File: src/rtl/filter_bank_pkg.sv
// Shared types and helpers for the matched-filter bank sequencer.
// fp32 compare assumes a positive threshold.
package filter_bank_pkg;

  localparam int          N_FILT_DEF = 6;
  localparam int          X_LEN_DEF  = 2048;
  localparam logic [31:0] FP32_1000  = 32'h447A0000;

  typedef logic [63:0] sample_t;

  typedef enum logic [1:0] {
    S_IDLE,
    S_RUN,
    S_DRAIN,
    S_DECIDE
  } fbc_state_e;

  // Positive fp32 orders like its magnitude bits; NaN never qualifies
  function automatic logic fp32_ge_pos(
    input logic [31:0] x,
    input logic [31:0] th
  );
    logic nan;
    nan = (&x[30:23]) && (|x[22:0]);
    return !x[31] && !nan && (x[30:0] >= th[30:0]);
  endfunction

endpackage

File: src/rtl/filter_bank_ctrl_if.sv
// Filter-side bus of the sequencer: start handshakes, broadcast
// sample FIFO port and per-filter result collection.
interface filter_bank_ctrl_if
  import filter_bank_pkg::*;
#(
  parameter int N_FILT = N_FILT_DEF
);

  logic [N_FILT-1:0]    f_start;
  logic [N_FILT-1:0]    f_ready;
  logic [N_FILT-1:0]    f_done;
  sample_t              f_x_dout;
  logic [N_FILT-1:0]    f_x_empty_n;
  logic [N_FILT-1:0]    f_x_read;
  logic [N_FILT*32-1:0] f_max;
  logic [N_FILT-1:0]    f_max_vld;

  modport master (
    output f_start,
    output f_x_dout,
    output f_x_empty_n,
    input  f_ready,
    input  f_done,
    input  f_x_read,
    input  f_max,
    input  f_max_vld
  );

  modport slave (
    input  f_start,
    input  f_x_dout,
    input  f_x_empty_n,
    output f_ready,
    output f_done,
    output f_x_read,
    output f_max,
    output f_max_vld
  );

endinterface

File: src/rtl/filter_bank_ctrl_bcast_reg.sv
// One-entry fan-out register: each filter takes the held sample once,
// the entry frees when every filter has taken it.
module bcast_reg
  import filter_bank_pkg::*;
#(
  parameter int N = N_FILT_DEF
) (
  input  logic         ap_clk,
  input  logic         ap_rst,
  input  logic         load,
  input  sample_t      din,
  input  logic [N-1:0] rd,
  output sample_t      dout,
  output logic [N-1:0] empty_n,
  output logic         hold_valid,
  output logic         frees
);

  logic [N-1:0] taken_q;
  logic [N-1:0] taken_d;

  // This cycle's reads count toward freeing the entry
  always_comb begin
    empty_n = {N{hold_valid}} & ~taken_q;
    taken_d = taken_q | (rd & empty_n);
    frees   = hold_valid & (&taken_d);
  end

  always_ff @(posedge ap_clk) begin
    if (ap_rst) begin
      hold_valid <= 1'b0;
      taken_q    <= '0;
      dout       <= '0;
    end else if (load) begin
      dout       <= din;
      hold_valid <= 1'b1;
      taken_q    <= '0;
    end else if (frees) begin
      hold_valid <= 1'b0;
      taken_q    <= '0;
    end else begin
      taken_q    <= taken_d;
    end
  end

endmodule

File: src/rtl/filter_bank_ctrl.sv
// Matched-filter bank sequencer: starts all filters, broadcasts one
// frame, collects maxima and resolves the detection index.
module filter_bank_ctrl
  import filter_bank_pkg::*;
#(
  parameter int          N_FILT  = N_FILT_DEF,
  parameter int          X_LEN   = X_LEN_DEF,
  parameter logic [31:0] THRESH  = FP32_1000,
  parameter int          TIMEOUT = 65536
) (
  input  logic               ap_clk,
  input  logic               ap_rst,
  input  logic               start,
  output logic               busy,
  output logic               done,
  output logic               err,
  input  sample_t            s_data,
  input  logic               s_valid,
  output logic               s_ready,
  filter_bank_ctrl_if.master fb,
  output logic [2:0]         zhzq,
  output logic               zhzq_vld
);

  localparam int CW = $clog2(X_LEN + 1);
  localparam int TW = $clog2(TIMEOUT + 1);
  localparam logic [CW-1:0] XL_C    = CW'(X_LEN);
  localparam logic [TW-1:0] TO_LAST = TW'(TIMEOUT - 1);

  fbc_state_e state_q;
  fbc_state_e state_d;

  logic [CW-1:0]     ld_cnt;
  logic [TW-1:0]     to_cnt;
  logic [N_FILT-1:0] started;
  logic [N_FILT-1:0] done_m;
  logic [N_FILT-1:0] cap_m;
  logic [31:0]       max_r [N_FILT];

  logic       hold_valid;
  logic       frees;
  logic       load;
  logic       timed_out;
  logic       collect;
  logic [2:0] zhzq_d;
  logic       vld_d;

  bcast_reg #(
    .N (N_FILT)
  ) u_bcast (
    .ap_clk     (ap_clk),
    .ap_rst     (ap_rst),
    .load       (load),
    .din        (s_data),
    .rd         (fb.f_x_read),
    .dout       (fb.f_x_dout),
    .empty_n    (fb.f_x_empty_n),
    .hold_valid (hold_valid),
    .frees      (frees)
  );

  assign busy      = (state_q != S_IDLE);
  assign timed_out = (to_cnt == TO_LAST);
  assign collect   = (state_q == S_RUN) ||
                     (state_q == S_DRAIN);

  always_comb begin
    state_d    = state_q;
    s_ready    = 1'b0;
    load       = 1'b0;
    fb.f_start = '0;
    unique case (state_q)
      S_IDLE: begin
        if (start) state_d = S_RUN;
      end
      S_RUN: begin
        fb.f_start = ~started;
        s_ready    = (ld_cnt != XL_C) &&
                     (!hold_valid || frees);
        load       = s_ready && s_valid;
        if (ld_cnt == XL_C && !hold_valid && &started)
          state_d = S_DRAIN;
      end
      S_DRAIN: begin
        if (&done_m || timed_out) state_d = S_DECIDE;
      end
      S_DECIDE: state_d = S_IDLE;
      default:  state_d = S_IDLE;
    endcase
  end

  // Lowest captured index over threshold wins; last filter is not scanned
  always_comb begin
    zhzq_d = '0;
    vld_d  = 1'b0;
    for (int j = N_FILT - 2; j >= 0; j--) begin
      if (cap_m[j] && fp32_ge_pos(max_r[j], THRESH)) begin
        zhzq_d = 3'(N_FILT - 1 - j);
        vld_d  = 1'b1;
      end
    end
  end

  always_ff @(posedge ap_clk) begin
    if (ap_rst) begin
      state_q  <= S_IDLE;
      ld_cnt   <= '0;
      to_cnt   <= '0;
      started  <= '0;
      done_m   <= '0;
      cap_m    <= '0;
      done     <= 1'b0;
      err      <= 1'b0;
      zhzq     <= '0;
      zhzq_vld <= 1'b0;
    end else begin
      state_q <= state_d;
      done    <= 1'b0;
      if (state_q == S_IDLE && start) begin
        ld_cnt  <= '0;
        to_cnt  <= '0;
        started <= '0;
        done_m  <= '0;
        cap_m   <= '0;
      end
      if (load) ld_cnt <= ld_cnt + 1'b1;
      if (state_q == S_RUN)
        started <= started | (fb.f_start & fb.f_ready);
      if (collect) begin
        done_m <= done_m | fb.f_done;
        cap_m  <= cap_m | fb.f_max_vld;
      end
      if (state_q == S_DRAIN) to_cnt <= to_cnt + 1'b1;
      if (state_q == S_DECIDE) begin
        done     <= 1'b1;
        err      <= ~&done_m;
        zhzq     <= zhzq_d;
        zhzq_vld <= vld_d;
      end
    end
  end

  // Only the first reported maximum per frame is kept
  always_ff @(posedge ap_clk) begin
    for (int i = 0; i < N_FILT; i++) begin
      if (collect && fb.f_max_vld[i] && !cap_m[i])
        max_r[i] <= fb.f_max[32*i +: 32];
    end
  end

endmodule

File: src/flat_wrapper.sv
// flat-port wrapper written by rule: the top's interface ports become plain ports
module filter_bank_ctrl_flat import filter_bank_pkg::*;
#(
  parameter int          N_FILT  = N_FILT_DEF,
  parameter int          X_LEN   = X_LEN_DEF,
  parameter logic [31:0] THRESH  = FP32_1000,
  parameter int          TIMEOUT = 65536
)
  (ap_clk, ap_rst, start, busy, done, err, s_data, s_valid, s_ready, zhzq, zhzq_vld, fb_f_start, fb_f_x_dout, fb_f_x_empty_n, fb_f_ready, fb_f_done, fb_f_x_read, fb_f_max, fb_f_max_vld);
  filter_bank_ctrl_if #(.N_FILT(N_FILT)) fb_i ();
  input  logic ap_clk;
  input  logic ap_rst;
  input  logic start;
  output logic busy;
  output logic done;
  output logic err;
  input  sample_t s_data;
  input  logic s_valid;
  output logic s_ready;
  output logic [2:0] zhzq;
  output logic zhzq_vld;
  output wire logic [$bits(fb_i.f_start)-1:0] fb_f_start;
  output wire logic [$bits(fb_i.f_x_dout)-1:0] fb_f_x_dout;
  output wire logic [$bits(fb_i.f_x_empty_n)-1:0] fb_f_x_empty_n;
  input wire logic [$bits(fb_i.f_ready)-1:0] fb_f_ready;
  input wire logic [$bits(fb_i.f_done)-1:0] fb_f_done;
  input wire logic [$bits(fb_i.f_x_read)-1:0] fb_f_x_read;
  input wire logic [$bits(fb_i.f_max)-1:0] fb_f_max;
  input wire logic [$bits(fb_i.f_max_vld)-1:0] fb_f_max_vld;
  assign fb_f_start = fb_i.f_start;
  assign fb_f_x_dout = fb_i.f_x_dout;
  assign fb_f_x_empty_n = fb_i.f_x_empty_n;
  assign fb_i.f_ready = fb_f_ready;
  assign fb_i.f_done = fb_f_done;
  assign fb_i.f_x_read = fb_f_x_read;
  assign fb_i.f_max = fb_f_max;
  assign fb_i.f_max_vld = fb_f_max_vld;
  filter_bank_ctrl #(.N_FILT(N_FILT), .X_LEN(X_LEN), .THRESH(THRESH), .TIMEOUT(TIMEOUT)) u_core (.ap_clk(ap_clk), .ap_rst(ap_rst), .start(start), .busy(busy), .done(done), .err(err), .s_data(s_data), .s_valid(s_valid), .s_ready(s_ready), .fb(fb_i), .zhzq(zhzq), .zhzq_vld(zhzq_vld));
endmodule
File: config.mk
export PLATFORM = sky130hd
export DESIGN_NAME = filter_bank_ctrl_flat
export DESIGN_NICKNAME = d
export VERILOG_FILES = /design/src/rtl/filter_bank_pkg.sv /design/src/rtl/filter_bank_ctrl_if.sv /design/src/rtl/filter_bank_ctrl_bcast_reg.sv /design/src/rtl/filter_bank_ctrl.sv /design/src/flat_wrapper.sv
export SDC_FILE = /design/constraint.sdc
export NUM_CORES = 1
export LEC_CHECK = 0
export BUFFER_PORTS_ARGS = -buffer_cell sky130_fd_sc_hd__buf_2
export CORE_UTILIZATION = 36
export DETAILED_ROUTE_END_ITERATION = 10
export PLACE_DENSITY = 0.61
export SETUP_SLACK_MARGIN = 0.4
export SLEW_MARGIN = 20
export SYNTH_ARGS = -nofsm -noshare
export SYNTH_HDL_FRONTEND = slang
export SYNTH_SLANG_ARGS = --single-unit
File: constraint.sdc
create_clock -name ap_clk -period 4.15 [get_ports ap_clk]
set_input_delay 0.415 -clock ap_clk [delete_from_list [all_inputs] [get_ports ap_clk]]
set_output_delay 0.415 -clock ap_clk [all_outputs]
set_load 0.03 [all_outputs]
==> results of run 1 <==
==> area by class of cell <==
type                            count  share of cell area
Timing Repair Buffer              445               0.189
Clock buffer                       37              0.0566
Antenna cell                        1            0.000171
Inverter                           10             0.00257
Tap cell                          378              0.0323
Multi-Input combinational cell    545               0.197
Clock inverter                     17              0.0219
Sequential cell                   285               0.500
==> per-layer routing <==
layer | wire length, um | track usage | up-vias
met2 | 12800 | 0.281 | 290
met3 | 2190 | 0.0529 | 45
met1 | 10500 | 0.185 | 3697
met5 | 8 | 0 | -
li1 | - | - | 4074
met4 | 736 | 0.0546 | 2
==> metrics by stage <==
stage	total power (W)	setup slack (ps)
finish	0.00854	1490
global route	0.00895	1220
CTS	0.00860	1450
detailed placement	0.00550	1480
global placement	0.00547	1510
floorplan	0.00495	1080
==> worst register-to-register path, delay by kind of cell (launching register included) <==
kind | cells | cell delay (ps)
buffers and inverters | 2 | 500
adders and majority gates | 1 | 140
and+or+nand+nor | 3 | 1090
DFF | 1 | 350
AOI/OAI and AO/OA | 2 | 510
==> power groups by stage <==
| stage | logic [W] | registers (W) | clock network (W) |
|---|---|---|---|
| after floorplan | 0.000909 | 0.00404 | 0 |
| after global placement | 0.00157 | 0.00390 | 0 |
| after detailed placement | 0.00159 | 0.00392 | 0 |
| after CTS | 0.00165 | 0.00386 | 0.00309 |
| after global routing | 0.00182 | 0.00392 | 0.00320 |
| final | 0.00165 | 0.00386 | 0.00303 |
==> cell usage in the layout (no fill, tap or decap), types with 4 or more instances in the layout <==
master         netlist  layout
nor3_1              13      12
clkbuf_8             0       5
nor2_2               0       5
nor2b_1             13      13
nand3_1             16      16
a311oi_1             4       4
dfxtp_1            125     125
nand4_1             25      25
ha_1                 9       9
and4_1               4       4
buf_4                2      12
clkbuf_16            0      30
a21oi_1            102     102
o211ai_1             5       5
inv_1               10      10
nor2_1              77      72
a22oi_1              7       7
dlygate4sd3_1        0      99
bufinv_16            0       8
nand3b_1             7       7
and2_1               4       4
buf_2                3     333
nand2_1            149     149
and3_1              10      10
edfxtp_1           160     160
o21ai_0             23      23
nor4_1              23      23
or3_1               11      10
==> worst max path at each step <==
stage,startpoint,slack (ps),end,depth (start not counted)
after floorplan,u_core.state_q[1],1080,u_core.max_r[0][0],6
after global placement,u_core.ld_cnt[0],1510,u_core.u_bcast.dout[7],8
after detailed placement,u_core.ld_cnt[0],1480,u_core.u_bcast.dout[7],8
after CTS,u_core.state_q[1],1450,u_core.u_bcast.dout[44],8
after global routing,u_core.state_q[1],1220,u_core.u_bcast.dout[55],8
final,u_core.ld_cnt[0],1490,u_core.u_bcast.dout[14],8
==> cell families after synthesis <==
logic type      share of synthesized area
simple gates                        0.164
fa+ha+maj                          0.0108
compound gates                     0.0935
mux                               0.00409
xor+xnor                          0.00253
buf+inv                            0.0227
flops                               0.702
==> sequential cells by signal, summed over array words and instances (netlist names), 2 cells and up <==
| signal | cells |
|---|---|
| u_core.state_q | 2 |
| u_core.to_cnt | 17 |
| u_core.done_m | 6 |
| u_core.u_bcast.taken_q | 6 |
| u_core.cap_m | 5 |
| u_core.max_r | 160 |
| u_core.started | 6 |
| u_core.u_bcast.dout | 64 |
| u_core.ld_cnt | 12 |
| u_core.zhzq | 3 |
==> impl_results.html, run 1 <==
<table>
<tr><th>Metric</th><th>Value</th></tr>
<tr><th colspan="2">Critical path</th></tr>
<tr><td>Worst-path cell chain</td><td>inv_1 &gt; ha_1 &gt; or4b_1 &gt; o31ai_4 &gt; or3_2 &gt; buf_4 &gt; nand2_1 &gt; a21oi_1</td></tr>
<tr><td>Critical R2R Capture</td><td>u_core.u_bcast.dout[14]</td></tr>
<tr><td>CP Launch Type</td><td>flip-flop</td></tr>
<tr><td>CP Data Required Time</td><td>4630 ps</td></tr>
<tr><td>Data arrival, critical path</td><td>3140 ps</td></tr>
<tr><td>Critical register-to-register path startpoint</td><td>u_core.ld_cnt[0]</td></tr>
<tr><td>Crit path max-delay family</td><td>simple AND/OR/NAND/NOR gates</td></tr>
<tr><td>Register-to-register path setup slack</td><td>1490 ps</td></tr>
<tr><td>Worst path max stage delay</td><td>500 ps</td></tr>
<tr><td>Crit path max-delay cell type</td><td>or3_2</td></tr>
<tr><td>Kind of end point of the critical path</td><td>flip-flop</td></tr>
<tr><td>Worst Reg-to-Reg Cells</td><td>8</td></tr>
<tr><td>Maximum net fanout on the critical path</td><td>34</td></tr>
<tr><td>Worst Setup Path Type</td><td>reg2reg</td></tr>
<tr><td>Number of buffer and inverter stages on the critical path</td><td>2</td></tr>
<tr><th colspan="2">Synth</th></tr>
<tr><td>Average footprint of a synthesized cell</td><td>11.9 um^2</td></tr>
<tr><td>Count of flip-flops with a built-in enable after synthesis</td><td>160</td></tr>
<tr><td>Warning count from the yosys run</td><td>0</td></tr>
<tr><td>Summed instance area of the synthesized netlist</td><td>10,400 um^2</td></tr>
<tr><td>Ranking of synthesized cells by area</td><td>edfxtp_1 (46%), dfxtp_1 (24%), nand2_1 (5.4%)</td></tr>
<tr><td>Share of the yosys chip area belonging to registers</td><td>0.702</td></tr>
<tr><td>Area share of the largest cell type after synthesis</td><td>0.462</td></tr>
<tr><td>Net count of the mapped netlist</td><td>1,171</td></tr>
<tr><td>Synthesis-stage register bit count</td><td>285</td></tr>
<tr><td>Yosys top cell by area</td><td>edfxtp_1</td></tr>
<tr><td>Post-synth cell types</td><td>53</td></tr>
<tr><td>Most used standard cell by instance count after synthesis</td><td>edfxtp_1</td></tr>
<tr><td>Most used flip-flop cell after synthesis</td><td>edfxtp_1</td></tr>
<tr><td>Top post-synthesis cells by count</td><td>edfxtp_1 (160), nand2_1 (149), dfxtp_1 (125), a21oi_1 (102), nor2_1 (77)</td></tr>
<tr><td>Post-synthesis instance total</td><td>878</td></tr>
<tr><td>Proportion of register bits with asynchronous set or reset after synthesis</td><td>0</td></tr>
<tr><th colspan="2">Die</th></tr>
<tr><td>Y dimension of the die</td><td>172 um</td></tr>
<tr><td>X dimension of the die</td><td>172 um</td></tr>
<tr><td>Starting utilization of the core area</td><td>0.371</td></tr>
<tr><td>Total number of placement rows</td><td>61</td></tr>
<tr><td>Die area</td><td>29,600 um^2</td></tr>
<tr><td>I/O pin total</td><td>368</td></tr>
<tr><td>Placeable core region</td><td>28,100 um^2</td></tr>
<tr><th colspan="2">Global route</th></tr>
<tr><td>Total routing resource utilization after global routing</td><td>0.161</td></tr>
<tr><td>Number of antenna violations at the first check in global routing</td><td>2</td></tr>
<tr><td>Wire length of the first global-routing pass</td><td>37,700 um</td></tr>
<tr><td>Overflow left after global routing</td><td>0</td></tr>
<tr><td>Maximum number of pins on one net before global-route repair</td><td>70</td></tr>
<tr><td>Number of global-route vias before repair</td><td>7,569</td></tr>
<tr><th colspan="2">Finish</th></tr>
<tr><td>Number of filler cells placed in the layout</td><td>2,502</td></tr>
<tr><td>Synth-to-Final Area Change</td><td>40.5%</td></tr>
<tr><td>Final Core Density</td><td>0.521</td></tr>
<tr><td># nets final</td><td>1,610</td></tr>
<tr><td>Area used by sequential logic in the layout</td><td>7310 um^2</td></tr>
<tr><td>Combined area of the multi-input logic cells</td><td>2890 um^2</td></tr>
<tr><td>Non-Filler Instances</td><td>1,718</td></tr>
<tr><td>Summed area of non-filler cells in the final layout</td><td>14,600 um^2</td></tr>
<tr><td>Share of cells above drive strength 1</td><td>0.307</td></tr>
<tr><th colspan="2">Drt</th></tr>
<tr><td>Routed wire per std cell</td><td>15.3 um</td></tr>
<tr><td>Iteration-0 DRC count of the detailed router</td><td>455</td></tr>
<tr><td>Drt drc</td><td>0</td></tr>
<tr><td>Vias per cell</td><td>4.72</td></tr>
<tr><td>Via count of the routed design</td><td>8,108</td></tr>
<tr><td>TritonRoute pass-1 iters</td><td>5</td></tr>
<tr><td>WL final</td><td>26,200 um</td></tr>
<tr><td>Remaining antenna violation count</td><td>0</td></tr>
<tr><th colspan="2">STA</th></tr>
<tr><td>Worst Clk Skew</td><td>14.3 ps</td></tr>
<tr><td>Slew headroom</td><td>0.419</td></tr>
<tr><td>RSZ-0062 raised after global routing</td><td>false</td></tr>
<tr><td>Final setup violation count</td><td>0</td></tr>
<tr><td>Setup TNS</td><td>0 ps</td></tr>
<tr><td>Transition time at the pin with the least slew margin</td><td>867 ps</td></tr>
<tr><td>Final worst-path cycle share</td><td>0.641</td></tr>
<tr><td>Minimum hold slack</td><td>26.9 ps</td></tr>
<tr><td>Fin. Hold Viols</td><td>0</td></tr>
<tr><td>F_max</td><td>0.376 GHz</td></tr>
<tr><td>Count of pins over their slew limit</td><td>0</td></tr>
<tr><td>Time the worst path needs with I/O delays and setup</td><td>2660 ps</td></tr>
<tr><th colspan="2">Power</th></tr>
<tr><td>Sequential share of power</td><td>0.452</td></tr>
<tr><td>Ratio of total power to cell area</td><td>584 nW/um^2</td></tr>
<tr><td>Clock share of power</td><td>0.355</td></tr>
<tr><td>Combinational Power Share</td><td>0.193</td></tr>
<tr><td>Reported leakage power</td><td>5.73 nW</td></tr>
<tr><td>Highest ir drop seen on vdd</td><td>0.372 mV</td></tr>
<tr><td>Net switching power</td><td>0.00246 W</td></tr>
<tr><td>Internal power of the cells</td><td>0.00608 W</td></tr>
<tr><td>Switching power as a share of total power</td><td>0.288</td></tr>
<tr><th colspan="2">Placement</th></tr>
<tr><td>Post-DP HPWL</td><td>17,400 um</td></tr>
<tr><td>Number of instances in the placed design</td><td>1,564</td></tr>
<tr><td>PortBufs</td><td>334</td></tr>
<tr><td>Placer congestion estimate</td><td>0.778</td></tr>
<tr><td>Post-detailed-placement cell area</td><td>12,500 um^2</td></tr>
<tr><th colspan="2">Clock network</th></tr>
<tr><td>Htree depth</td><td>1</td></tr>
<tr><td>Number of hold buffers added after CTS</td><td>77</td></tr>
<tr><td>Bufs on Longest Clock Path</td><td>3</td></tr>
<tr><td>Root buffer cell</td><td>clkbuf_16</td></tr>
<tr><td>Resized Gates After CTS</td><td>0</td></tr>
<tr><td>Post-CTS setup-driven buffer insertion count</td><td>0</td></tr>
<tr><td>Clock Latency Late Sink</td><td>570 ps</td></tr>
<tr><td>Clock tree from TritonCTS</td><td>built</td></tr>
<tr><td>Register clock-pin slew on the reported worst setup and hold paths</td><td>70 ps</td></tr>
<tr><td>Num CTS Buffers</td><td>30</td></tr>
<tr><td># clock sinks</td><td>285</td></tr>
<tr><th colspan="2">Min path</th></tr>
<tr><td>Hold WC Path Type</td><td>in2reg</td></tr>
<tr><td>Startpoint of the lowest-slack hold path</td><td>fb_f_max[58]</td></tr>
<tr><td>Cells on Worst Hold Path</td><td>1</td></tr>
<tr><td>Hold path endpoint</td><td>u_core.max_r[1][26]</td></tr>
<tr><th colspan="2">Flow run</th></tr>
<tr><td>Number of max-capacitance violations reported</td><td>0</td></tr>
<tr><th colspan="2">Run status</th></tr>
<tr><td>Run status</td><td>complete, no violations</td></tr>
</table>
Power figures use the tool's default switching activity.
==> run 2: changes to the inputs <==
PLACE_DENSITY = 0.63   (was 0.61)
clock period = 2.3 ns   (was 4.15 ns; I/O delays follow)
==> run 2 against run 1 <==
Effect of this change: die area unchanged; highest routed layer is now met4; sequential share of layout area fell by 5.8 points; wire length increased by 18%; clock skew increased by 12 ps; largest cell class unchanged; worst setup slack got worse by 1400 ps; first-iteration DRC count is 9.9% higher; combinational power is 130% higher; count of clock-buffer cells in the layout down 3; power grew 84%.
==> impl_results.html, run 2 (same netlist as run 1, synthesis figures left out) <==
<table>
<tr><th>Metric</th><th>Value</th></tr>
<tr><th colspan="2">Power</th></tr>
<tr><td>Net switching power</td><td>0.00477 W (was 0.00246 W)</td></tr>
<tr><td>Ratio of total power to cell area</td><td>947 nW/um^2 (was 584 nW/um^2)</td></tr>
<tr><td>Reported leakage power</td><td>6.53 nW (was 5.73 nW)</td></tr>
<tr><td>PnR Total Power</td><td>0.0157 W (was 0.00854 W)</td></tr>
<tr><td>Internal power of the cells</td><td>0.0109 W (was 0.00608 W)</td></tr>
<tr><td>Sequential share of power</td><td>0.449 (was 0.452)</td></tr>
<tr><td>Combinational Power Share</td><td>0.244 (was 0.193)</td></tr>
<tr><td>Switching power as a share of total power</td><td>0.304 (was 0.288)</td></tr>
<tr><td>Clock share of power</td><td>0.307 (was 0.355)</td></tr>
<tr><td>Highest ir drop seen on vdd</td><td>0.663 mV (was 0.372 mV)</td></tr>
<tr><th colspan="2">Finish</th></tr>
<tr><td>Most used cells in the layout excluding fill and tap cells</td><td>buf_2 (326), dlygate4sd3_1 (247), edfxtp_1 (160) (was buf_2 (333), edfxtp_1 (160), nand2_1 (149))</td></tr>
<tr><td>Final Core Density</td><td>0.590 (was 0.521)</td></tr>
<tr><td>Register with the most flip-flops</td><td>u_core.max_r (unchanged)</td></tr>
<tr><td>Biggest regs</td><td>u_core.max_r (160), u_core.u_bcast.dout (64), u_core.to_cnt (17) (unchanged)</td></tr>
<tr><td>Non-Filler Instances</td><td>1,895 (was 1,718)</td></tr>
<tr><td>Number of filler cells placed in the layout</td><td>2,233 (was 2,502)</td></tr>
<tr><td>Synth-to-Final Area Change</td><td>59.2% (was 40.5%)</td></tr>
<tr><td>Share of cells above drive strength 1</td><td>0.318 (was 0.307)</td></tr>
<tr><td>Summed area of non-filler cells in the final layout</td><td>16,600 um^2 (was 14,600 um^2)</td></tr>
<tr><td>Leading cell type in the layout, fill and taps excluded</td><td>buf_2 (unchanged)</td></tr>
<tr><td># nets final</td><td>1,786 (was 1,610)</td></tr>
<tr><td>Largest register FFs</td><td>160 (unchanged)</td></tr>
<tr><th colspan="2">Drt</th></tr>
<tr><td>Routed wire per std cell</td><td>16.3 um (was 15.3 um)</td></tr>
<tr><td>Iteration-0 DRC count of the detailed router</td><td>500 (was 455)</td></tr>
<tr><td>Remaining antenna violation count</td><td>0 (unchanged)</td></tr>
<tr><td>Drt drc</td><td>0 (unchanged)</td></tr>
<tr><td>Vias per cell</td><td>4.84 (was 4.72)</td></tr>
<tr><td>TritonRoute pass-1 iters</td><td>4 (was 5)</td></tr>
<tr><td>Via count of the routed design</td><td>9,180 (was 8,108)</td></tr>
<tr><td>WL final</td><td>31,000 um (was 26,200 um)</td></tr>
<tr><th colspan="2">Global route</th></tr>
<tr><td>Global routing met2 resource utilization</td><td>0.362 (was 0.281)</td></tr>
<tr><td>Number of global-route vias before repair</td><td>9,245 (was 7,569)</td></tr>
<tr><td>Number of antenna violations at the first check in global routing</td><td>4 (was 2)</td></tr>
<tr><td>Met1 global-route usage</td><td>0.221 (was 0.185)</td></tr>
<tr><td>Wire length of the first global-routing pass</td><td>45,600 um (was 37,700 um)</td></tr>
<tr><td>Maximum number of pins on one net before global-route repair</td><td>66 (was 70)</td></tr>
<tr><td>Total routing resource utilization after global routing</td><td>0.198 (was 0.161)</td></tr>
<tr><td>Overflow left after global routing</td><td>0 (unchanged)</td></tr>
<tr><td>Layer with the highest usage after global routing</td><td>met2 (unchanged)</td></tr>
<tr><td>Global-route met3 utilization</td><td>0.0453 (was 0.0529)</td></tr>
<tr><th colspan="2">STA</th></tr>
<tr><td>Setup TNS</td><td>0 ps (unchanged)</td></tr>
<tr><td>RSZ-0062 raised after global routing</td><td>true (was false)</td></tr>
<tr><td>Worst Clk Skew</td><td>26.3 ps (was 14.3 ps)</td></tr>
<tr><td>Slew headroom</td><td>0.625 (was 0.419)</td></tr>
<tr><td>Count of pins over their slew limit</td><td>0 (unchanged)</td></tr>
<tr><td>Final worst-path cycle share</td><td>0.961</td></tr>
<tr><td>Time the worst path needs with I/O delays and setup</td><td>2210 ps</td></tr>
<tr><td>Final setup violation count</td><td>0 (unchanged)</td></tr>
<tr><td>Fin. Hold Viols</td><td>0 (unchanged)</td></tr>
<tr><td>F_max</td><td>0.452 GHz</td></tr>
<tr><td>Transition time at the pin with the least slew margin</td><td>563 ps (was 867 ps)</td></tr>
<tr><th colspan="2">Die</th></tr>
<tr><td>X dimension of the die</td><td>172 um (unchanged)</td></tr>
<tr><td>Total number of placement rows</td><td>61 (unchanged)</td></tr>
<tr><td>Placeable core region</td><td>28,100 um^2 (unchanged)</td></tr>
<tr><td>I/O pin total</td><td>368 (unchanged)</td></tr>
<tr><td>Die area</td><td>29,600 um^2 (unchanged)</td></tr>
<tr><td>Y dimension of the die</td><td>172 um (unchanged)</td></tr>
<tr><td>Starting utilization of the core area</td><td>0.371 (unchanged)</td></tr>
<tr><th colspan="2">Critical path</th></tr>
<tr><td>CP Data Required Time</td><td>2070 ps (was 4630 ps)</td></tr>
<tr><td>Worst path max stage delay</td><td>550 ps (was 500 ps)</td></tr>
<tr><td>Maximum net fanout on the critical path</td><td>5 (was 34)</td></tr>
<tr><td>Crit path max-delay cell type</td><td>or4b_4 (was or3_2)</td></tr>
<tr><td>Worst-path cell chain</td><td>or4b_4 &gt; o31ai_4 &gt; nor2_1 &gt; buf_4 (was inv_1 &gt; ha_1 &gt; or4b_1 &gt; o31ai_4 &gt; or3_2 &gt; buf_4 &gt; nand2_1 &gt; a21oi_1)</td></tr>
<tr><td>Kind of end point of the critical path</td><td>primary output (was flip-flop)</td></tr>
<tr><td>Crit path max-delay family</td><td>simple AND/OR/NAND/NOR gates (unchanged)</td></tr>
<tr><td>Data arrival, critical path</td><td>1980 ps (was 3140 ps)</td></tr>
<tr><td>CP Launch Type</td><td>flip-flop (unchanged)</td></tr>
<tr><td>Worst Setup Path Type</td><td>reg2out (was reg2reg)</td></tr>
<tr><td>Number of buffer and inverter stages on the critical path</td><td>1 (was 2)</td></tr>
<tr><th colspan="2">Clock network</th></tr>
<tr><td>Register clock-pin slew on the reported worst setup and hold paths</td><td>60 ps (was 70 ps)</td></tr>
<tr><td>Root buffer cell</td><td>clkbuf_16 (unchanged)</td></tr>
<tr><td>Clock Latency Late Sink</td><td>570 ps (about the same)</td></tr>
<tr><td>Num CTS Buffers</td><td>30 (unchanged)</td></tr>
<tr><td>Htree depth</td><td>1 (unchanged)</td></tr>
<tr><td># clock sinks</td><td>285 (unchanged)</td></tr>
<tr><td>Bufs on Longest Clock Path</td><td>3 (unchanged)</td></tr>
<tr><td>Clock tree from TritonCTS</td><td>built (unchanged)</td></tr>
<tr><th colspan="2">Placement</th></tr>
<tr><td>Post-detailed-placement cell area</td><td>12,600 um^2 (was 12,500 um^2)</td></tr>
<tr><td>Placer congestion estimate</td><td>0.793 (was 0.778)</td></tr>
<tr><td>PortBufs</td><td>334 (unchanged)</td></tr>
<tr><td>Number of instances in the placed design</td><td>1,571 (was 1,564)</td></tr>
<tr><td>Post-DP HPWL</td><td>17,600 um (was 17,400 um)</td></tr>
<tr><th colspan="2">Run status</th></tr>
<tr><td>Run status</td><td>complete, no violations (unchanged)</td></tr>
<tr><th colspan="2">Flow run</th></tr>
<tr><td>Number of max-capacitance violations reported</td><td>0 (unchanged)</td></tr>
<tr><th colspan="2">Min path</th></tr>
<tr><td>Hold WC Path Type</td><td>in2reg (unchanged)</td></tr>
</table>
-- run 2: cell types whose count changed in the layout (fill, tap and decap cells not counted), moves of 10 or more --
cell / before / now
buf_4: 12 / 31
dlygate4sd3_1: 99 / 247
dfxtp_1: 125 / 112
buf_6: 0 / 10
dfxtp_2: 0 / 12
-- run 2: repair_timing --
item	in CTS	in global routing
buffers inserted	11	5
gates cloned	5	0
hold endpoints to repair	247	0
gates resized for setup	34	37
hold buffers	247	0
endpoints found under the setup margin	90	230
pin swaps	9	5
-- run 2: area by class of cell --
class / instances / area (um^2) / share of cell area
sequential: 285 / 7330 / 0.442
clock inverter: 19 / 203 / 0.0122
multi-input combinational: 545 / 3110 / 0.188
inverter: 10 / 40.0 / 0.00242
antenna: 3 / 7.51 / 0.000453
tap: 378 / 473 / 0.0285
timing repair buffer: 621 / 4620 / 0.279
clock buffer: 34 / 786 / 0.0474
-- run 2: layer usage --
metal / share of wire / wire [um] / vias to the layer above
li1: - / - / 4425
met1: 0.39 / 12100 / 4312
met2: 0.50 / 15600 / 379
met3: 0.075 / 2320 / 64
met4: 0.030 / 940 / 0
met5: 0 / 0 / -
-- run 2: power groups by stage --
stage          clock [W]  combinational, W  sequential (W)
2_1_floorplan          0           0.00179         0.00727
3_3_place_gp           0           0.00301         0.00704
3_5_place_dp           0           0.00303         0.00707
4_1_cts          0.00489           0.00365         0.00698
5_1_grt          0.00509           0.00416         0.00713
6_report         0.00481           0.00383         0.00704
-- run 2: through the flow --
step	setup WS, ps	hold WS [ps]
CTS	-6.21	96.3
finish	89.3	138
floorplan	356	329
global placement	205	406
global route	34.2	160
detailed placement	171	408
-- run 2: worst paths after layout --
check,startpoint,to,slack (ps),cells past startpoint
setup reg to reg,u_core.ld_cnt[3],u_core.u_bcast.dout[18],110,8
hold reg to reg,u_core.u_bcast.dout[50],u_core.u_bcast.dout[50],450,2
setup / recovery,u_core.ld_cnt[3],s_ready,90,4
hold / removal,ap_rst,u_core.started[2],140,2
==> run 3: changes to the inputs <==
CELL_PAD_IN_SITES_DETAIL_PLACEMENT = 0   (was unset)
CELL_PAD_IN_SITES_GLOBAL_PLACEMENT = 2   (was unset)
CORE_ASPECT_RATIO = 1.2   (was unset)
CORE_UTILIZATION = 28   (was 36)
CTS_BUF_LIST = sky130_fd_sc_hd__clkbuf_16   (was unset)
PLACE_DENSITY = 0.76   (was 0.63)
==> run 3 against run 2 <==
Effect of this change: sequential cell count is the same; count of clock-buffer cells in the layout shrank 4; wire length grew 2.2%; final cell count grew 6.4%; sequential share of layout area shrank 3.1 points; first-iteration DRC count shrank 47%; worst hold slack lost 72 ps; register-to-register slack lost 110 ps; critical path type is now reg2reg; highest routed layer unchanged.
==> impl_results.html, run 3 (same netlist as run 1, synthesis figures left out) <==
<table>
<tr><th>Metric</th><th>Value</th></tr>
<tr><th colspan="2">Run status</th></tr>
<tr><td>Run status</td><td>complete, no violations (unchanged)</td></tr>
<tr><th colspan="2">Placement</th></tr>
<tr><td>PortBufs</td><td>334 (unchanged)</td></tr>
<tr><td>Placer congestion estimate</td><td>0.751 (was 0.793)</td></tr>
<tr><td>Post-DP HPWL</td><td>18,600 um (was 17,600 um)</td></tr>
<tr><td>Setup slack at placement</td><td>94.4 ps (was 171 ps)</td></tr>
<tr><td>Post-detailed-placement cell area</td><td>12,800 um^2 (was 12,600 um^2)</td></tr>
<tr><th colspan="2">STA</th></tr>
<tr><td>Setup TNS</td><td>0 ps (unchanged)</td></tr>
<tr><td>RSZ-0062 raised after global routing</td><td>true (unchanged)</td></tr>
<tr><td>Slew headroom</td><td>0.577 (was 0.625)</td></tr>
<tr><td>Count of pins over their slew limit</td><td>0 (unchanged)</td></tr>
<tr><td>Final setup violation count</td><td>0 (unchanged)</td></tr>
<tr><td>Fin. Hold Viols</td><td>0 (unchanged)</td></tr>
<tr><td>Final worst-path cycle share</td><td>0.999 (was 0.961)</td></tr>
<tr><td>Transition time at the pin with the least slew margin</td><td>627 ps (was 563 ps)</td></tr>
<tr><td>F_max</td><td>0.435 GHz (was 0.452 GHz)</td></tr>
<tr><td>Least setup slack across all paths after layout</td><td>3.39 ps (was 89.3 ps)</td></tr>
<tr><td>Time the worst path needs with I/O delays and setup</td><td>2300 ps (was 2210 ps)</td></tr>
<tr><td>Worst Clk Skew</td><td>14.0 ps (was 26.3 ps)</td></tr>
<tr><th colspan="2">Min path</th></tr>
<tr><td>Cells on Worst Hold Path</td><td>2 (unchanged)</td></tr>
<tr><td>Startpoint of the lowest-slack hold path</td><td>ap_rst (unchanged)</td></tr>
<tr><td>Hold path endpoint</td><td>u_core.to_cnt[0] (was u_core.started[2])</td></tr>
<tr><td>Hold WC Path Type</td><td>in2reg (unchanged)</td></tr>
<tr><th colspan="2">Finish</th></tr>
<tr><td>Most used cells in the layout excluding fill and tap cells</td><td>buf_2 (325), dlygate4sd3_1 (247), edfxtp_1 (160) (was buf_2 (326), dlygate4sd3_1 (247), edfxtp_1 (160))</td></tr>
<tr><td>Largest register FFs</td><td>160 (unchanged)</td></tr>
<tr><td>Summed area of non-filler cells in the final layout</td><td>17,800 um^2 (was 16,600 um^2)</td></tr>
<tr><td># nets final</td><td>1,814 (was 1,786)</td></tr>
<tr><td>Final Core Density</td><td>0.485 (was 0.590)</td></tr>
<tr><td>Register with the most flip-flops</td><td>u_core.max_r (unchanged)</td></tr>
<tr><td>Biggest regs</td><td>u_core.max_r (160), u_core.u_bcast.dout (64), u_core.to_cnt (17) (unchanged)</td></tr>
<tr><td>Leading cell type in the layout, fill and taps excluded</td><td>buf_2 (unchanged)</td></tr>
<tr><td>Synth-to-Final Area Change</td><td>71.2% (was 59.2%)</td></tr>
<tr><td>Final antenna diode count</td><td>0 (was 3)</td></tr>
<tr><td>Share of cells above drive strength 1</td><td>0.404 (was 0.318)</td></tr>
<tr><th colspan="2">Critical path</th></tr>
<tr><td>Data arrival, critical path</td><td>2740 ps (was 1980 ps)</td></tr>
<tr><td>Worst path max stage delay</td><td>460 ps (was 550 ps)</td></tr>
<tr><td>CP Launch Type</td><td>flip-flop (unchanged)</td></tr>
<tr><td>Critical R2R Capture</td><td>u_core.u_bcast.dout[17] (was u_core.u_bcast.dout[18])</td></tr>
<tr><td>Critical register-to-register path startpoint</td><td>u_core.ld_cnt[0] (was u_core.ld_cnt[3])</td></tr>
<tr><td>Maximum net fanout on the critical path</td><td>5 (unchanged)</td></tr>
<tr><td>Worst-path cell chain</td><td>inv_4 &gt; ha_4 &gt; or4b_4 &gt; o31ai_4 &gt; buf_4 &gt; buf_6 &gt; buf_6 &gt; nor3_4 &gt; buf_6 &gt; buf_8 &gt; buf_12 &gt; buf_16 &gt; nand2_4 &gt; a21oi_2 (was or4b_4 &gt; o31ai_4 &gt; nor2_1 &gt; buf_4)</td></tr>
<tr><td>Worst Setup Path Type</td><td>reg2reg (was reg2out)</td></tr>
<tr><td>Worst Reg-to-Reg Cells</td><td>14 (was 8)</td></tr>
<tr><td>Critical Path Most Common Cell</td><td>buf_6</td></tr>
<tr><td>CP Data Required Time</td><td>2740 ps (was 2070 ps)</td></tr>
<tr><td>Crit path max-delay cell type</td><td>or4b_4 (unchanged)</td></tr>
<tr><td>Kind of end point of the critical path</td><td>flip-flop (was primary output)</td></tr>
<tr><td>Register-to-register path setup slack</td><td>3 ps (was 110 ps)</td></tr>
<tr><th colspan="2">Drt</th></tr>
<tr><td>Iteration-0 DRC count of the detailed router</td><td>265 (was 500)</td></tr>
<tr><td>Remaining antenna violation count</td><td>0 (unchanged)</td></tr>
<tr><td>WL final</td><td>31,700 um (was 31,000 um)</td></tr>
<tr><td>Drt drc</td><td>0 (unchanged)</td></tr>
<tr><td>Routed wire per std cell</td><td>15.7 um (was 16.3 um)</td></tr>
<tr><td>Vias per cell</td><td>4.52 (was 4.84)</td></tr>
<tr><td>TritonRoute pass-1 iters</td><td>4 (unchanged)</td></tr>
<tr><td>Via count of the routed design</td><td>9,108 (was 9,180)</td></tr>
<tr><th colspan="2">Clock network</th></tr>
<tr><td>Bufs on Longest Clock Path</td><td>3 (unchanged)</td></tr>
<tr><td>Register clock-pin slew on the reported worst setup and hold paths</td><td>60 ps (about the same)</td></tr>
<tr><td># clock sinks</td><td>285 (unchanged)</td></tr>
<tr><td>Htree depth</td><td>1 (unchanged)</td></tr>
<tr><td>Root buffer cell</td><td>clkbuf_16 (unchanged)</td></tr>
<tr><td>Clock tree from TritonCTS</td><td>built (unchanged)</td></tr>
<tr><td>Num CTS Buffers</td><td>30 (unchanged)</td></tr>
<tr><td>Clock Latency Late Sink</td><td>560 ps (was 570 ps)</td></tr>
<tr><th colspan="2">Power</th></tr>
<tr><td>Highest ir drop seen on vdd</td><td>0.670 mV (was 0.663 mV)</td></tr>
<tr><td>Ratio of total power to cell area</td><td>945 nW/um^2 (was 947 nW/um^2)</td></tr>
<tr><td>PnR Total Power</td><td>0.0168 W (was 0.0157 W)</td></tr>
<tr><td>Reported leakage power</td><td>7.15 nW (was 6.53 nW)</td></tr>
<tr><th colspan="2">Global route</th></tr>
<tr><td>Overflow left after global routing</td><td>0 (unchanged)</td></tr>
<tr><td>Number of antenna violations at the first check in global routing</td><td>0 (was 4)</td></tr>
<tr><td>Wire length of the first global-routing pass</td><td>47,900 um (was 45,600 um)</td></tr>
<tr><td>Number of global-route vias before repair</td><td>9,386 (was 9,245)</td></tr>
<tr><td>Total routing resource utilization after global routing</td><td>0.160 (was 0.198)</td></tr>
<tr><td>Maximum number of pins on one net before global-route repair</td><td>50 (was 66)</td></tr>
<tr><th colspan="2">Die</th></tr>
<tr><td>Starting utilization of the core area</td><td>0.284 (was 0.371)</td></tr>
<tr><td>Die area</td><td>37,900 um^2 (was 29,600 um^2)</td></tr>
<tr><td>Total number of placement rows</td><td>77 (was 61)</td></tr>
<tr><td>X dimension of the die</td><td>178 um (was 172 um)</td></tr>
<tr><td>Placeable core region</td><td>36,700 um^2 (was 28,100 um^2)</td></tr>
<tr><td>Y dimension of the die</td><td>213 um (was 172 um)</td></tr>
<tr><td>I/O pin total</td><td>368 (unchanged)</td></tr>
<tr><th colspan="2">Flow run</th></tr>
<tr><td>Number of max-capacitance violations reported</td><td>0 (unchanged)</td></tr>
</table>
## run 3: cell count changes in the layout (fill, tap and decap cells not counted), moves of 5 or more
| cell | previous run | this run |
|---|---|---|
| nand2_4 | 0 | 43 |
| a21oi_2 | 1 | 32 |
| nand2_2 | 3 | 36 |
| clkinv_2 | 8 | 3 |
| o21ai_0 | 19 | 14 |
| o21ai_2 | 0 | 9 |
| buf_6 | 10 | 28 |
| a21oi_1 | 102 | 70 |
| buf_16 | 3 | 12 |
| nand2_1 | 146 | 70 |
## run 3: area by class of cell
class                           count  area (um^2)
Clock buffer                       30          751
Clock inverter                     24          287
Fill cell                        3250        18900
Inverter                           10         45.0
Multi-Input combinational cell    545         3680
Sequential cell                   285         7320
Tap cell                          474          593
Timing Repair Buffer              649         5140
## run 3: repair_timing
action,CTS,global route
endpoints found under the hold margin,247,0
pin swaps,153,23
buffers inserted,21,8
endpoints found under the setup margin,96,98
cloned,12,1
hold buffers,247,0
resized for setup,207,67
## run 3: how the worst max path moves through the flow
stage / start / end / slack (ps) / cells after the start
after floorplan: u_core.ld_cnt[0] / u_core.ld_cnt[11] / 360 / 10
after global placement: u_core.ld_cnt[0] / u_core.u_bcast.dout[4] / 120 / 8
after detailed placement: u_core.ld_cnt[1] / u_core.u_bcast.dout[43] / 90 / 8
after CTS: u_core.ld_cnt[0] / s_ready / -130 / 7
after global routing: u_core.ld_cnt[0] / u_core.u_bcast.dout[39] / -50 / 14
final: u_core.ld_cnt[0] / u_core.u_bcast.dout[17] / 3 / 14
## run 3: report_power, final
part	switching (W)	leakage, nW	internal, W	total, W
sequential	0.000430	2.49	0.00656	0.00699
clock	0.00204	0.505	0.00305	0.00509
combinational	0.00264	4.16	0.00212	0.00476
total	0.00511	7.15	0.0117	0.0168
## run 3: routing by layer
| metal | GRT usage | share of wire | vias up |
|---|---|---|---|
| li1 | - | - | 4491 |
| met1 | 0.178 | 0.40 | 4279 |
| met2 | 0.301 | 0.51 | 299 |
| met3 | 0.0388 | 0.072 | 39 |
| met4 | 0.0433 | 0.018 | 0 |
| met5 | 0 | 0 | - |
## run 3: stage by stage
| step | cells | hold WS [ps] |
|---|---|---|
| 6_report | 2017 | 66.0 |
| 5_1_grt | 2017 | 60.3 |
| 4_1_cts | 2008 | 21.2 |
| 3_5_place_dp | 1674 | 408 |
| 3_3_place_gp | 1674 | 407 |
| 2_1_floorplan | 878 | 329 |
## run 3: critical path, delay by kind of cell (launching register included)
kind / cells / cell delay (ps)
AOI/OAI and AO/OA: 2 / 260
adders and majority gates: 1 / 100
buffers and inverters: 8 / 910
DFF: 1 / 350
and+or+nand+nor: 3 / 550
